[config.mk]
export PLATFORM = sky130hd
export DESIGN_NAME = instr_fetch_unit
export DESIGN_NICKNAME = d
export VERILOG_FILES = /design/src/rtl/instr_fetch_unit.sv
export SDC_FILE = /design/constraint.sdc
export NUM_CORES = 1
export LEC_CHECK = 0
export ABC_AREA = 0
export BUFFER_PORTS_ARGS = -buffer_cell sky130_fd_sc_hd__buf_2
export CAP_MARGIN = 10
export CORE_ASPECT_RATIO = 0.5
export CORE_UTILIZATION = 52
export CTS_CLUSTER_DIAMETER = 150
export DETAILED_ROUTE_END_ITERATION = 7
export PLACE_DENSITY_LB_ADDON = 0.3
export SYNTH_ARGS = -nofsm -noshare
export SYNTH_HDL_FRONTEND = slang
export SYNTH_SLANG_ARGS = --single-unit
[constraint.sdc]
create_clock -name clk -period 6.7 [get_ports clk]
set_input_delay 0.335 -clock clk [delete_from_list [all_inputs] [get_ports clk]]
set_output_delay 0.335 -clock clk [all_outputs]
set_load 0.01 [all_outputs]
[src/rtl/instr_fetch_unit.sv]
// instr_fetch_unit: PC sequencer issuing one-at-a-time imem requests into a small fetch queue for decode,
// with redirect flush and kill of in-flight fetches.
module instr_fetch_unit #(
  parameter logic [31:0] RESET_PC = 32'h0000_0000,
  parameter int FQ_DEPTH = 4
) (
  input  logic        clk,
  input  logic        reset,
  output logic        imem_req_valid,
  output logic [31:0] imem_req_addr,
  input  logic        imem_req_ready,
  input  logic        imem_rsp_valid,
  input  logic [31:0] imem_rsp_data,
  input  logic        redirect_valid,
  input  logic [31:0] redirect_pc,
  output logic        id_valid,
  output logic [31:0] id_instr,
  output logic [31:0] id_pc,
  input  logic        id_ready,
  output logic        misaligned_err
);
  localparam int AW = $clog2(FQ_DEPTH);
  localparam logic [AW:0] FULL = (AW+1)'(FQ_DEPTH);
  localparam logic [2:0] IDLE = 3'd0, REQ = 3'd1, WAIT = 3'd2, KILL_REQ = 3'd3, KILL_WAIT = 3'd4;

  logic [2:0]    state_q, state_d;
  logic [31:0]   fetch_pc_q, fetch_pc_d, kill_addr_q, kill_addr_d;
  logic [AW:0]   count_q, count_d;
  logic [AW-1:0] head_q, head_d, tail_q, tail_d;
  logic          misaligned_q, misaligned_d;
  logic [31:0]   fq_instr [FQ_DEPTH];
  logic [31:0]   fq_pc [FQ_DEPTH];
  logic          accept, push, pop;

  assign imem_req_valid = state_q == REQ || state_q == KILL_REQ;
  // a killed request must keep presenting the address it was raised with until accepted
  assign imem_req_addr  = state_q == KILL_REQ ? kill_addr_q : fetch_pc_q;
  assign accept         = imem_req_valid && imem_req_ready;
  assign push           = state_q == WAIT && imem_rsp_valid && !redirect_valid;
  assign id_valid       = count_q != '0;
  assign pop            = id_valid && id_ready && !redirect_valid;
  assign id_instr       = id_valid ? fq_instr[head_q] : '0;
  assign id_pc          = id_valid ? fq_pc[head_q] : '0;
  assign misaligned_err = misaligned_q;

  always_comb begin
    state_d      = state_q;
    kill_addr_d  = kill_addr_q;
    fetch_pc_d   = push ? fetch_pc_q + 32'd4 : fetch_pc_q;
    count_d      = count_q + (AW+1)'(push) - (AW+1)'(pop);
    head_d       = head_q + AW'(pop);
    tail_d       = tail_q + AW'(push);
    misaligned_d = redirect_valid && redirect_pc[1:0] != 2'b00;
    case (state_q)
      IDLE:      state_d = count_q < FULL ? REQ : IDLE;
      REQ:       state_d = accept ? WAIT : REQ;
      WAIT:      state_d = imem_rsp_valid ? (count_d < FULL ? REQ : IDLE) : WAIT;
      KILL_REQ:  state_d = accept ? KILL_WAIT : KILL_REQ;
      KILL_WAIT: state_d = imem_rsp_valid ? REQ : KILL_WAIT;
      default:   state_d = IDLE;
    endcase
    if (redirect_valid) begin
      count_d    = '0;
      head_d     = '0;
      tail_d     = '0;
      fetch_pc_d = {redirect_pc[31:2], 2'b00};
      if (state_q == IDLE) state_d = REQ;
      if (state_q == REQ) state_d = accept ? KILL_WAIT : KILL_REQ;
      if (state_q == REQ) kill_addr_d = fetch_pc_q;
      if (state_q == WAIT) state_d = imem_rsp_valid ? REQ : KILL_WAIT;
    end
  end

  always_ff @(posedge clk or posedge reset) begin
    if (reset) begin
      state_q      <= IDLE;
      fetch_pc_q   <= RESET_PC;
      kill_addr_q  <= RESET_PC;
      count_q      <= '0;
      head_q       <= '0;
      tail_q       <= '0;
      misaligned_q <= 1'b0;
    end else begin
      state_q      <= state_d;
      fetch_pc_q   <= fetch_pc_d;
      kill_addr_q  <= kill_addr_d;
      count_q      <= count_d;
      head_q       <= head_d;
      tail_q       <= tail_d;
      misaligned_q <= misaligned_d;
    end
  end

  always_ff @(posedge clk) begin
    if (push) begin
      fq_instr[tail_q] <= imem_rsp_data;
      fq_pc[tail_q]    <= fetch_pc_q;
    end
  end

  always @(posedge clk) if (!reset) assert (!push || count_q < FULL);
endmodule

==> results of run 1 <==
-- per-stage QoR --
stage / worst slack (ns) / util (%) / area, um2
4_1_cts: 3.19 / 63.6 / 15600
2_1_floorplan: 0.395 / - / 13200
3_5_place_dp: 3.54 / 58.8 / 14400
6_report: 3.31 / 63.6 / 15600
3_3_place_gp: 3.69 / 58.8 / 14400
5_1_grt: 3.04 / 63.6 / 15600
-- worst max-delay path by stage --
stage               depth (start not counted)                  from                       end
floorplan                                   5  state_q[0]$_DFF_PP0_  fq_instr[2][0]$_DFFE_PP_
global placement                            6  state_q[0]$_DFF_PP0_    fq_pc[1][23]$_DFFE_PP_
detailed placement                          6  state_q[0]$_DFF_PP0_    fq_pc[1][14]$_DFFE_PP_
CTS                                         4   head_q[0]$_DFF_PP0_                 id_pc[20]
global route                                4   head_q[0]$_DFF_PP0_              id_instr[15]
finish                                      4   head_q[0]$_DFF_PP0_                 id_pc[20]
-- cells in the mapped netlist, types with 4 or more instances --
master | n | area share [%]
nor3_1 | 7 | 0.26
dfrtp_1 | 71 | 13
inv_1 | 10 | 0.28
nand4_1 | 9 | 0.43
xor2_1 | 4 | 0.26
nor2_1 | 25 | 0.71
nor2b_1 | 66 | 3.1
mux4_2 | 62 | 11
buf_2 | 8 | 0.30
buf_4 | 4 | 0.23
nand2_1 | 29 | 0.82
mux2_2 | 60 | 5.1
xnor2_1 | 7 | 0.46
ha_1 | 5 | 0.47
a31oi_1 | 16 | 0.76
clkbuf_1 | 33 | 0.94
and4_1 | 4 | 0.26
nand3_1 | 17 | 0.64
o31ai_1 | 14 | 0.79
edfxtp_1 | 248 | 56
o21ai_0 | 16 | 0.61
or4_1 | 19 | 1.1
and3_1 | 4 | 0.19
a21oi_1 | 4 | 0.15
o211ai_1 | 5 | 0.28
-- power by group through the flow --
stage,registers [W],logic (W),clock network (W)
after floorplan,0.00240,0.000746,0
after global placement,0.00246,0.00105,0
after detailed placement,0.00248,0.00107,0
after CTS,0.00244,0.00109,0.00160
after global routing,0.00246,0.00117,0.00168
final,0.00244,0.00107,0.00157
-- cells by family after synthesis --
group                      count (synthesis)
and+or+nand+nor                          194
buffers and inverters                     59
muxes                                    123
AOI/OAI and AO/OA                         58
xor gates and xnor gates                  11
DFF                                      319
other                                      1
adders and majority gates                  6
-- area by class of cell --
type / instances / share of cell area [%]
Inverter: 11 / 0.265
Tap cell: 336 / 2.70
Multi-Input combinational cell: 396 / 24.3
Timing Repair Buffer: 205 / 7.73
Clock buffer: 30 / 4.55
Sequential cell: 319 / 59.3
Antenna cell: 1 / 0.0161
Clock inverter: 20 / 1.14
-- flip-flops by register name, indices dropped and copies added, names as in the netlist --
| register | flops |
|---|---|
| fq_instr | 128 |
| fq_pc | 120 |
| fetch_pc_q | 30 |
| kill_addr_q | 30 |
| count_q | 3 |
| state_q | 3 |
| head_q | 2 |
| tail_q | 2 |
| misaligned_err | 1 |
-- per-layer routing --
metal / GRT usage (%) / routed length (um) / part of all wire (%) / vias up
met2: 35.1 / 13600 / 49 / 197
met4: 4.21 / 310 / 1.1 / 0
met3: 3.76 / 1390 / 5.0 / 25
met1: 31.7 / 12300 / 45 / 3859
met5: 0 / 0 / 0 / -
li1: - / - / - / 3385
-- worst max-delay path, cell delays in order (launching register included) --
cell     delay [ns]
dfrtp_4        0.76
buf_4          0.77
mux4_2         0.60
nor2b_1        0.17
buf_2          0.19
==> qor.csv, run 1 <==
stage;metric;value;unit
sta;Fin Clk Skew;0.0107;ns
routing;Total Routed Length;27500;um
routing;antenna-violating nets left;0;
place;dpl cells;1237;
sta;Hold Vio Cnt, Final;0;
power;combinational cell fraction of total power;21.1;%
finish;Multi-input gate area;3780;um2
status;status;finished, final reports clean;
finish;Layout area overhead;17.7;%
grt;initial antenna violation count;1;
finish;fin nets;1036;
yosys;mux contribution to synthesized area;15.7;%
setup_path;Startpoint Class;flip-flop;
sta;fin crit period;3.39;ns
cts;Sink Count;319;
yosys;top_reg_cell synth;edfxtp_1;
power;sw power;0.00139;W
sta;fmax;0.295;GHz
setup_path;Arr. time, crit path;3.05;ns
sta;RSZ-0062 raised after global routing;no;
setup_path;CP Class;flip-flop to output pin;
min_path;Hold Path Depth;3;
sta;Final Cycle Share;50.6;%
yosys;Synthesis Warnings;0;
floorplan;FP Rows;40;
grt;gr usage total;21.7;%
sta;TNS Setup;0;ns
sta;fin. max-slew vios;0;
power;Clk pwr share;30.9;%
sta;slew margin rel.;34.0;%
sta;Worst Tran Pin Value;0.990;ns
yosys;Synth Area in Compound Gates;2.79;%
yosys;Syn Inst Count;771;
sta;Hold Slack;0.0140;ns
min_path;WHS Endpoint;fetch_pc_q[11]$_DFFE_PP0N_;
cts;CTS root buf;clkbuf_16;
cts;total CTS buffers;27;
cts;hold_buf cts;29;
floorplan;total core area;24500;um2
cts;CTS tree;built;
grt;Congestion Overflow GR;0;
setup_path;r2r startpoint;state_q[0]$_DFF_PP0_;
flow_run;total of max-cap violations;0;
yosys;synthesis-stage register bit count;319;
floorplan;die footprint;26100;um2
finish;share of cells above drive strength 1;35.9;%
setup_path;Critical R2R Capture;fq_pc[1][18]$_DFFE_PP_;
floorplan;Initial Utilization;54.0;%
setup_path;CP endpoint kind;output pin;
floorplan;IO Count;169;
cts;buffers from clock root to sink, at most;3;
power;sequential share of power;48.0;%
yosys;xor-xnor portion of the synthesized cell area;0.728;%
yosys;Yosys cell types;44;
routing;Vias/cell;5.66;
cts;setup bufs post-CTS;0;
cts;Clk pin slew, worst setup/hold paths;0.07;ns
routing;# DRC;0;
cts;CTS H-tree lvls;1;
finish;Post-Layout Cell Count;1318;
finish;Fill cells;1776;
finish;FF/Latch Area;9230;um2
floorplan;die height;115;um
yosys;Synth Area in Adders;0.624;%
power;P_leak;5.54;nW
yosys;EDFF count, synth;248;
floorplan;Die X;228;um
cts;Clock Latency Late Sink;0.54;ns
power;total power;0.00508;W
setup_path;R2R cell count;6;
finish;most frequent cells in the layout;edfxtp_1 (248), buf_2 (164), dfrtp_1 (69);
yosys;Cell Area, Synth;13200;um2
place;Port Buffers;164;
routing;Via Count;7466;
place;gpl congestion;0.815;
setup_path;peak fanout along the critical path;39;
yosys;Post-Synth Simple-Gate Area;8.36;%
setup_path;WP data required;6.36;ns
min_path;HP Start;redirect_pc[11];
power;internal power;0.00369;W
power;sw frac;27.4;%
yosys;post-synthesis sequential area ratio;69.7;%
yosys;largest family of logic cells by synthesized area;multiplexers;
power;VDD IR max;0.182;mV
yosys;Avg Cell Area, Syn;17.2;um2
min_path;Hold Crit Class;input port to flip-flop;
grt;pin count of the biggest net entering global routing;72;
setup_path;R2R Setup Slk;3.55;ns
finish;most common cell after layout, fill and taps aside;edfxtp_1;
sta;final setup fails;0;
place;HPWL Detailed;16600;um
routing;DRT Pass-1 Iters;4;
grt;global-route wire length before repair;42400;um
routing;DR WL/cell;20.9;um
power;PwrDens;326;nW/um2
yosys;Synth async-reset ratio;22.3;%
routing;Initial DRC Count;520;
grt;number of global-route vias before repair;7491;
cts;Resize count post-CTS;0;
(Power assumes the default switching activity.)
==> run 2: changes to the inputs <==
--- a/config.mk
+++ b/config.mk
@@ -9,7 +9,7 @@
 export BUFFER_PORTS_ARGS = -buffer_cell sky130_fd_sc_hd__buf_2
 export CAP_MARGIN = 10
 export CORE_ASPECT_RATIO = 0.5
-export CORE_UTILIZATION = 52
+export CORE_UTILIZATION = 58
 export CTS_CLUSTER_DIAMETER = 150
 export DETAILED_ROUTE_END_ITERATION = 7
 export PLACE_DENSITY_LB_ADDON = 0.3
==> constraint.sdc (replaced) <==
create_clock -name clk -period 3.29 [get_ports clk]
set_input_delay 0.1645 -clock clk [delete_from_list [all_inputs] [get_ports clk]]
set_output_delay 0.1645 -clock clk [all_outputs]
set_load 0.01 [all_outputs]
==> run 2 against run 1 <==
Hold slack better by 0.028 ns. Cell area is 2.0% higher. Clock skew rose by 0.015 ns. Non-clock buffer count grew 46. Critical path depth up 6. Clock power is 84% higher. Core utilization increased by 8.5 points. Cell count is 0.46% higher. Highest routed layer unchanged.
==> qor.csv, run 2 (synthesized netlist as in run 1, its figures left out) <==
stage;metric;value;unit;change
setup_path;CP endpoint kind;flip-flop;;was output pin
setup_path;crit-path cells;and4bb_2 > nand2_1 > ha_1 > inv_1 > ha_1 > inv_1 > fa_1 > xor2_1 > xnor2_1 > a211o_1;;was buf_4 > mux4_2 > nor2b_1 > buf_2
cts;CTS H-tree lvls;1;;unchanged
setup_path;critical path's slowest cell;dfrtp_1;;was buf_4
sta;fin. max-slew vios;0;;unchanged
finish;most frequent cells in the layout;edfxtp_1 (248), buf_2 (164), dfrtp_1 (69);;unchanged
setup_path;peak fanout along the critical path;11;;was 39
sta;fmax;0.376;GHz;
floorplan;Die X;216;um;was 228 um
setup_path;CP Class;flip-flop to flip-flop;;was flip-flop to output pin
setup_path;Arr. time, crit path;3.09;ns;was 3.05 ns
setup_path;Startpoint Class;flip-flop;;unchanged
routing;# DRC;0;;unchanged
cts;Clk pin slew, worst setup/hold paths;0.07;ns;about the same
finish;biggest regs;fq_instr x128, fq_pc x120;;unchanged
finish;Most flops, register;fq_instr;;unchanged
routing;Total Routed Length;28500;um;was 27,500 um
grt;gr usage total;24.9;%;was 21.7%
grt;global-route wire length before repair;43700;um;was 42,400 um
finish;Fill cells;1416;;was 1,776
sta;Final Cycle Share;80.8;%;
finish;Layout area overhead;20.1;%;was 17.7%
routing;DR WL/cell;21.5;um;was 20.9 um
sta;RSZ-0062 raised after global routing;no;;unchanged
finish;share of cells above drive strength 1;34.7;%;was 35.9%
sta;TNS Setup;0;ns;unchanged
status;status;finished, final reports clean;;unchanged
setup_path;CP max stage delay;0.48;ns;was 0.77 ns
cts;Resize count post-CTS;0;;unchanged
finish;fin nets;1082;;was 1,036
finish;ant diodes;0;;was 1
cts;CTS root buf;clkbuf_16;;unchanged
cts;total CTS buffers;27;;unchanged
setup_path;WP data required;3.72;ns;was 6.36 ns
sta;post-route setup slack;0.633;ns;was 3.31 ns
sta;Fin Clk Skew;0.0261;ns;was 0.0107 ns
sta;final setup fails;0;;unchanged
sta;fin crit period;2.66;ns;
setup_path;Critical Path Start;state_q[0]$_DFF_PP0_;;was head_q[0]$_DFF_PP0_
power;VDD IR max;0.393;mV;was 0.182 mV
sta;Worst Tran Pin Value;0.843;ns;was 0.990 ns
grt;number of global-route vias before repair;7822;;was 7,491
routing;Vias/cell;5.90;;was 5.66
grt;initial antenna violation count;0;;was 1
routing;antenna-violating nets left;0;;unchanged
cts;CTS tree;built;;unchanged
grt;pin count of the biggest net entering global routing;63;;was 72
setup_path;critical path buffer and inverter count;2;;unchanged
place;gpl congestion;0.808;;was 0.815
floorplan;IO Count;169;;unchanged
finish;number of flip-flops in the largest register;128;;unchanged
cts;setup bufs post-CTS;0;;unchanged
flow_run;total of max-cap violations;0;;unchanged
min_path;HP Start;imem_rsp_valid;;was redirect_pc[11]
floorplan;total core area;22000;um2;was 24,500 um2
sta;Hold Vio Cnt, Final;0;;unchanged
min_path;Hold Crit Class;input port to flip-flop;;unchanged
cts;Clock Latency Late Sink;0.55;ns;was 0.54 ns
floorplan;die footprint;23400;um2;was 26,100 um2
finish;FF/Latch Area;9230;um2;about the same
sta;slew margin rel.;43.8;%;was 34.0%
routing;DRT Pass-1 Iters;5;;was 4
power;PwrDens;636;nW/um2;was 326 nW/um2
cts;hold_buf cts;66;;was 29
finish;most common cell after layout, fill and taps aside;edfxtp_1;;unchanged
place;Port Buffers;164;;unchanged
setup_path;family with the most delay on the worst path;adder cells;;was buffers and inverters
routing;Initial DRC Count;618;;was 520
place;dpl ws;0.653;ns;was 3.54 ns
power;P_leak;5.68;nW;was 5.54 nW
grt;Congestion Overflow GR;0;;unchanged
finish;final core utilization;72.1;%;was 63.6%
floorplan;die height;109;um;was 115 um
routing;Via Count;7818;;was 7,466
cts;buffers from clock root to sink, at most;3;;unchanged
place;HPWL Detailed;17200;um;was 16,600 um
setup_path;r2r startpoint;state_q[0]$_DFF_PP0_;;unchanged
floorplan;Initial Utilization;60.1;%;was 54.0%
floorplan;FP Rows;38;;was 40
cts;Sink Count;319;;unchanged
finish;Multi-input gate area;3800;um2;was 3780 um2
## run 2: cell types whose count changed in the layout (fill, tap and decap cells not counted), moves of 2 or more
cell / previous run / this run
bufinv_16: 3 / 0
buf_12: 0 / 3
clkbuf_1: 2 / 8
dlygate4sd3_1: 30 / 66
buf_4: 11 / 18
clkinv_1: 7 / 5
## run 2: worst paths after layout
kind / end / cells after the start / slack (ns)
worst max register to register: state_q[0]$_DFF_PP0_ / 10 / 0.63
max in group asynchronous: fetch_pc_q[7]$_DFFE_PP0N_ / 4 / 2.63
min in group asynchronous: kill_addr_q[21]$_DFFE_PP0P_ / 4 / 0.27
worst max-delay path: state_q[0]$_DFF_PP0_ / 10 / 0.63
worst min-delay path: state_q[2]$_DFF_PP0_ / 4 / 0.04
worst min register to register: kill_addr_q[19]$_DFFE_PP0P_ / 1 / 0.50
## run 2: worst reg2reg max path, cell delays in order (launching register included)
cell      delay (ns)
dfrtp_1         0.48
and4bb_2        0.35
nand2_1         0.17
ha_1            0.33
inv_1           0.06
ha_1            0.12
inv_1           0.04
fa_1            0.38
xor2_1          0.16
xnor2_1         0.15
a211o_1         0.30
## run 2: report_power, final
part | internal (W) | switching, W | leakage [nW] | total, W
combinational | 0.00110 | 0.00118 | 2.24 | 0.00227
clock | 0.00151 | 0.00138 | 0.376 | 0.00289
sequential | 0.00467 | 0.000275 | 3.07 | 0.00494
## run 2: final cells by class
cell class | count | share of cell area, %
Multi-Input combinational cell | 396 | 23.9
Clock buffer | 35 | 4.44
Clock inverter | 12 | 0.362
Tap cell | 300 | 2.36
Inverter | 11 | 0.260
Sequential cell | 319 | 58.1
Timing Repair Buffer | 251 | 10.6
## run 2: metrics by stage
stage / total power (W) / hold slack [ns] / instance area [um2] / cells
floorplan: 0.00641 / 0.263 / 13300 / 774
global placement: 0.00717 / 0.302 / 14500 / 1211
detailed placement: 0.00726 / 0.300 / 14500 / 1211
CTS: 0.0102 / 0.00442 / 15900 / 1324
global route: 0.0105 / 0.0211 / 15900 / 1324
finish: 0.0101 / 0.0419 / 15900 / 1324
## run 2: metal layers
layer | up-vias | part of all wire (%) | GRT usage (%)
met4 | 0 | 2.0 | 6.38
met5 | - | 0 | 0
met3 | 43 | 6.0 | 4.38
li1 | 3474 | - | -
met2 | 282 | 49 | 41.2
met1 | 4019 | 43 | 34.9
==> run 3: changes to the inputs <==
--- a/config.mk
+++ b/config.mk
@@ -5,11 +5,11 @@
 export SDC_FILE = /design/constraint.sdc
 export NUM_CORES = 1
 export LEC_CHECK = 0
-export ABC_AREA = 0
+export ABC_AREA = 1
 export BUFFER_PORTS_ARGS = -buffer_cell sky130_fd_sc_hd__buf_2
 export CAP_MARGIN = 10
 export CORE_ASPECT_RATIO = 0.5
-export CORE_UTILIZATION = 58
+export CORE_UTILIZATION = 52
 export CTS_CLUSTER_DIAMETER = 150
 export DETAILED_ROUTE_END_ITERATION = 7
 export PLACE_DENSITY_LB_ADDON = 0.3
==> constraint.sdc (replaced) <==
create_clock -name clk -period 2.3 [get_ports clk]
set_input_delay 0.115 -clock clk [delete_from_list [all_inputs] [get_ports clk]]
set_output_delay 0.115 -clock clk [all_outputs]
set_load 0.01 [all_outputs]
==> run 3 against run 2 <==
Non-clock buffer count up 15. Die area up 16%. Combinational power up 99%. Area after synthesis up 4.4%. Clock skew down 0.0024 ns. Clock-buffer cell count down 3. Cell count up 46%.
==> qor.csv, run 3 <==
stage;metric;value;unit;change
status;status;finished, final reports clean;;unchanged
yosys;Synthesis Warnings;0;;unchanged
flow_run;total of max-cap violations;0;;unchanged
sta;fmax;0.447;GHz;
routing;DR WL/cell;17.5;um;was 21.5 um
floorplan;Die X;232;um;was 216 um
sta;Hold Vio Cnt, Final;0;;unchanged
cts;Sink Count;319;;unchanged
floorplan;die footprint;27200;um2;was 23,400 um2
place;dpl ws;0.0348;ns;was 0.653 ns
yosys;Yosys cell types;38;;was 44
sta;Fin Clk Skew;0.0238;ns;was 0.0261 ns
place;Port Buffers;164;;unchanged
yosys;xor-xnor portion of the synthesized cell area;0.888;%;was 0.728%
setup_path;critical path's slowest cell;dfrtp_4;;was dfrtp_1
yosys;EDFF count, synth;248;;unchanged
yosys;post-synthesis sequential area ratio;66.8;%;was 69.7%
cts;CTS root buf;clkbuf_16;;unchanged
yosys;commonest cells in the netlist;nor2_1 (341), edfxtp_1 (248), nand2_1 (197);;was edfxtp_1 (248), dfrtp_1 (71), nor2b_1 (66)
finish;ant diodes;0;;unchanged
cts;total CTS buffers;27;;unchanged
finish;share of cells above drive strength 1;17.9;%;was 34.7%
yosys;mux contribution to synthesized area;0;%;was 15.7%
yosys;top_reg_cell synth;edfxtp_1;;unchanged
finish;final core utilization;65.8;%;was 72.1%
finish;fin nets;1646;;was 1,082
yosys;Yosys top cell area share;54.0;%;was 56.3%
sta;Final Cycle Share;97.3;%;
min_path;Hold Crit Class;input port to flip-flop;;unchanged
setup_path;r2r startpoint;count_q[0]$_DFF_PP0_;;was state_q[0]$_DFF_PP0_
finish;most frequent cells in the layout;nor2_1 (341), edfxtp_1 (248), nand2_1 (195);;was edfxtp_1 (248), buf_2 (164), dfrtp_1 (69)
setup_path;Critical R2R Capture;state_q[0]$_DFF_PP0_;;unchanged
cts;CTS tree;built;;unchanged
routing;Via Count;10400;;was 7,818
power;internal power;0.0112;W;was 0.00727 W
setup_path;R2R Setup Slk;0.10;ns;was 0.63 ns
setup_path;critical path buffer and inverter count;3;;was 2
yosys;Synth Area in Compound Gates;10.4;%;was 2.79%
routing;Initial DRC Count;844;;was 618
yosys;Synth Area in Adders;0.598;%;was 0.624%
min_path;HP Start;redirect_valid;;was imem_rsp_valid
setup_path;Startpoint Class;flip-flop;;unchanged
place;HPWL Detailed;20100;um;was 17,200 um
power;combinational cell fraction of total power;27.2;%;was 22.5%
finish;number of flip-flops in the largest register;128;;unchanged
sta;RSZ-0062 raised after global routing;yes;;was no
routing;DRT Pass-1 Iters;5;;unchanged
setup_path;CP max stage delay;0.57;ns;was 0.48 ns
yosys;synth top area cells;edfxtp_1 (54%), dfrtp_1 (13%), nor2_1 (9.3%);;was edfxtp_1 (56%), dfrtp_1 (13%), mux4_2 (11%)
yosys;Post-Synth Simple-Gate Area;17.0;%;was 8.36%
place;gpl congestion;0.936;;was 0.808
grt;Congestion Overflow GR;0;;unchanged
setup_path;WP data required;2.18;ns;was 3.72 ns
floorplan;Initial Utilization;53.8;%;was 60.1%
power;P_leak;6.77;nW;was 5.68 nW
yosys;synthesis-stage register bit count;319;;unchanged
power;VDD IR max;0.584;mV;was 0.393 mV
min_path;Hold Path Depth;5;;was 4
yosys;post-synth top area cell;edfxtp_1;;unchanged
sta;fin crit period;2.24;ns;
finish;Most flops, register;fq_instr;;unchanged
floorplan;IO Count;169;;unchanged
yosys;largest family of logic cells by synthesized area;simple AND/OR/NAND/NOR gates;;was multiplexers
sta;Worst Tran Pin Value;0.578;ns;was 0.843 ns
grt;initial antenna violation count;0;;unchanged
finish;Layout area overhead;22.3;%;was 20.1%
grt;pin count of the biggest net entering global routing;75;;was 63
grt;global-route wire length before repair;51900;um;was 43,700 um
sta;slew margin rel.;61.4;%;was 43.8%
grt;number of global-route vias before repair;10000;;was 7,822
floorplan;total core area;25600;um2;was 22,000 um2
power;sw frac;32.8;%;was 28.1%
min_path;WHS Endpoint;head_q[1]$_DFF_PP0_;;was state_q[2]$_DFF_PP0_
power;Clk pwr share;29.3;%;was 28.6%
cts;Clk pin slew, worst setup/hold paths;0.07;ns;about the same
setup_path;crit-path cells;inv_2 > buf_6 > o21ai_0 > a21oi_1 > buf_2;;was and4bb_2 > nand2_1 > ha_1 > inv_1 > ha_1 > inv_1 > fa_1 > xor2_1 > xnor2_1 > a211o_1
cts;CTS H-tree lvls;1;;unchanged
routing;antenna-violating nets left;0;;unchanged
setup_path;CP endpoint kind;output pin;;was flip-flop
power;PwrDens;983;nW/um2;was 636 nW/um2
routing;Vias/cell;5.40;;was 5.90
yosys;Cell Area, Synth;13800;um2;was 13,200 um2
finish;most common cell after layout, fill and taps aside;nor2_1;;was edfxtp_1
floorplan;FP Rows;41;;was 38
setup_path;family with the most delay on the worst path;buffers and inverters;;was adder cells
setup_path;CP Class;flip-flop to output pin;;was flip-flop to flip-flop
setup_path;peak fanout along the critical path;34;;was 11
sta;post-route setup slack;0.0625;ns;was 0.633 ns
sta;final setup fails;0;;unchanged
setup_path;Arr. time, crit path;2.12;ns;was 3.09 ns
sta;fin. max-slew vios;0;;unchanged
cts;Clock Latency Late Sink;0.57;ns;was 0.55 ns
power;sequential share of power;43.4;%;was 48.9%
floorplan;die height;117;um;was 109 um
yosys;Synth async-reset ratio;22.3;%;unchanged
cts;buffers from clock root to sink, at most;3;;unchanged
power;sw power;0.00544;W;was 0.00284 W
yosys;Avg Cell Area, Syn;10.3;um2;was 17.2 um2
routing;Total Routed Length;33800;um;was 28,500 um
yosys;Syn Inst Count;1345;;was 771
grt;gr usage total;24.9;%;about the same
sta;Hold Slack;0.0957;ns;was 0.0419 ns
yosys;top-count cell post-synth;nor2_1;;was edfxtp_1
setup_path;R2R cell count;15;;was 10
routing;# DRC;0;;unchanged
finish;biggest regs;fq_instr x128, fq_pc x120;;unchanged
==> run 3: cell types whose count changed in the layout (fill, tap and decap cells not counted), sizes merged, moves of 12 or more <==
| cell | change |
|---|---|
| inv | +57 |
| buf | +12 |
| nand2 | +170 |
| mux2 | -60 |
| nor2 | +321 |
| nand3 | +17 |
| mux4 | -62 |
| a21oi | +94 |
| o31ai | -14 |
| or4 | -20 |
| o21ai | +151 |
| nor2b | -66 |
| a31oi | -15 |
==> run 3: logic make-up (layout without fill, tap and decap cells) <==
group | count (synthesis) | after routing
AND/OR/NAND/NOR | 589 | 589
flip-flops | 319 | 319
AO/OA/AOI/OAI | 277 | 277
buffers and inverters | 139 | 381
XOR/XNOR | 14 | 14
adder cells (fa/ha/maj) | 6 | 6
other | 1 | 4
==> run 3: cell type report <==
cell class / count / area, um2
well taps: 344 / 430
repair buffers: 266 / 1930
inverters: 66 / 250
fillers: 1945 / 8770
clock inverters: 17 / 228
multi-input cells: 890 / 4110
flip-flops and latches: 319 / 9230
clock buffers: 32 / 704
==> run 3: worst max-delay path by stage <==
| stage | endpoint | cells after the start | from |
|---|---|---|---|
| 3_3_place_gp | state_q[0]$_DFF_PP0_ | 17 | state_q[0]$_DFF_PP0_ |
| 5_1_grt | state_q[0]$_DFF_PP0_ | 15 | count_q[0]$_DFF_PP0_ |
| 2_1_floorplan | fq_instr[2][0]$_DFFE_PP_ | 6 | state_q[2]$_DFF_PP0_ |
| 4_1_cts | id_pc[2] | 5 | head_q[0]$_DFF_PP0_ |
| 3_5_place_dp | state_q[0]$_DFF_PP0_ | 17 | state_q[0]$_DFF_PP0_ |
| 6_report | id_pc[16] | 5 | head_q[0]$_DFF_PP0_ |
==> run 3: tightest hold or removal path: stages <==
cell,delay (ns)
buf_2,0.10
inv_1,0.12
buf_4,0.19
o21ai_0,0.07
a21oi_1,0.04
==> run 3: repair_timing <==
action | in CTS | in global routing
gates cloned | 0 | 1
endpoints found under the setup margin | 63 | 31
pin swaps | 0 | 7
buffers inserted | 0 | 6
hold endpoints to repair | 232 | 0
resized for setup | 2 | 27
hold buffers | 67 | 0
==> run 3: per-layer routing <==
layer  GRT usage (%)  share of wire (%)
met5               0                  0
met4            6.40                2.0
met3            4.09                6.0
met2            41.4                 47
met1            34.5                 45
==> run 3: power by group through the flow <==
stage / logic, W / registers [W] / clock network [W]
floorplan: 0.00263 / 0.00715 / 0
global placement: 0.00410 / 0.00727 / 0
detailed placement: 0.00418 / 0.00731 / 0
CTS: 0.00432 / 0.00719 / 0.00493
global route: 0.00498 / 0.00726 / 0.00516
finish: 0.00452 / 0.00721 / 0.00487
==> run 3: through the flow <==
step,total power (W),TNS (ns),cells,area [um2]
2_1_floorplan,0.00978,-154.95,1348,13900
3_3_place_gp,0.0114,0,1811,15100
3_5_place_dp,0.0115,0,1811,15100
4_1_cts,0.0164,-0.184,1927,16700
5_1_grt,0.0174,-0.0328,1934,16900
6_report,0.0166,0,1934,16900
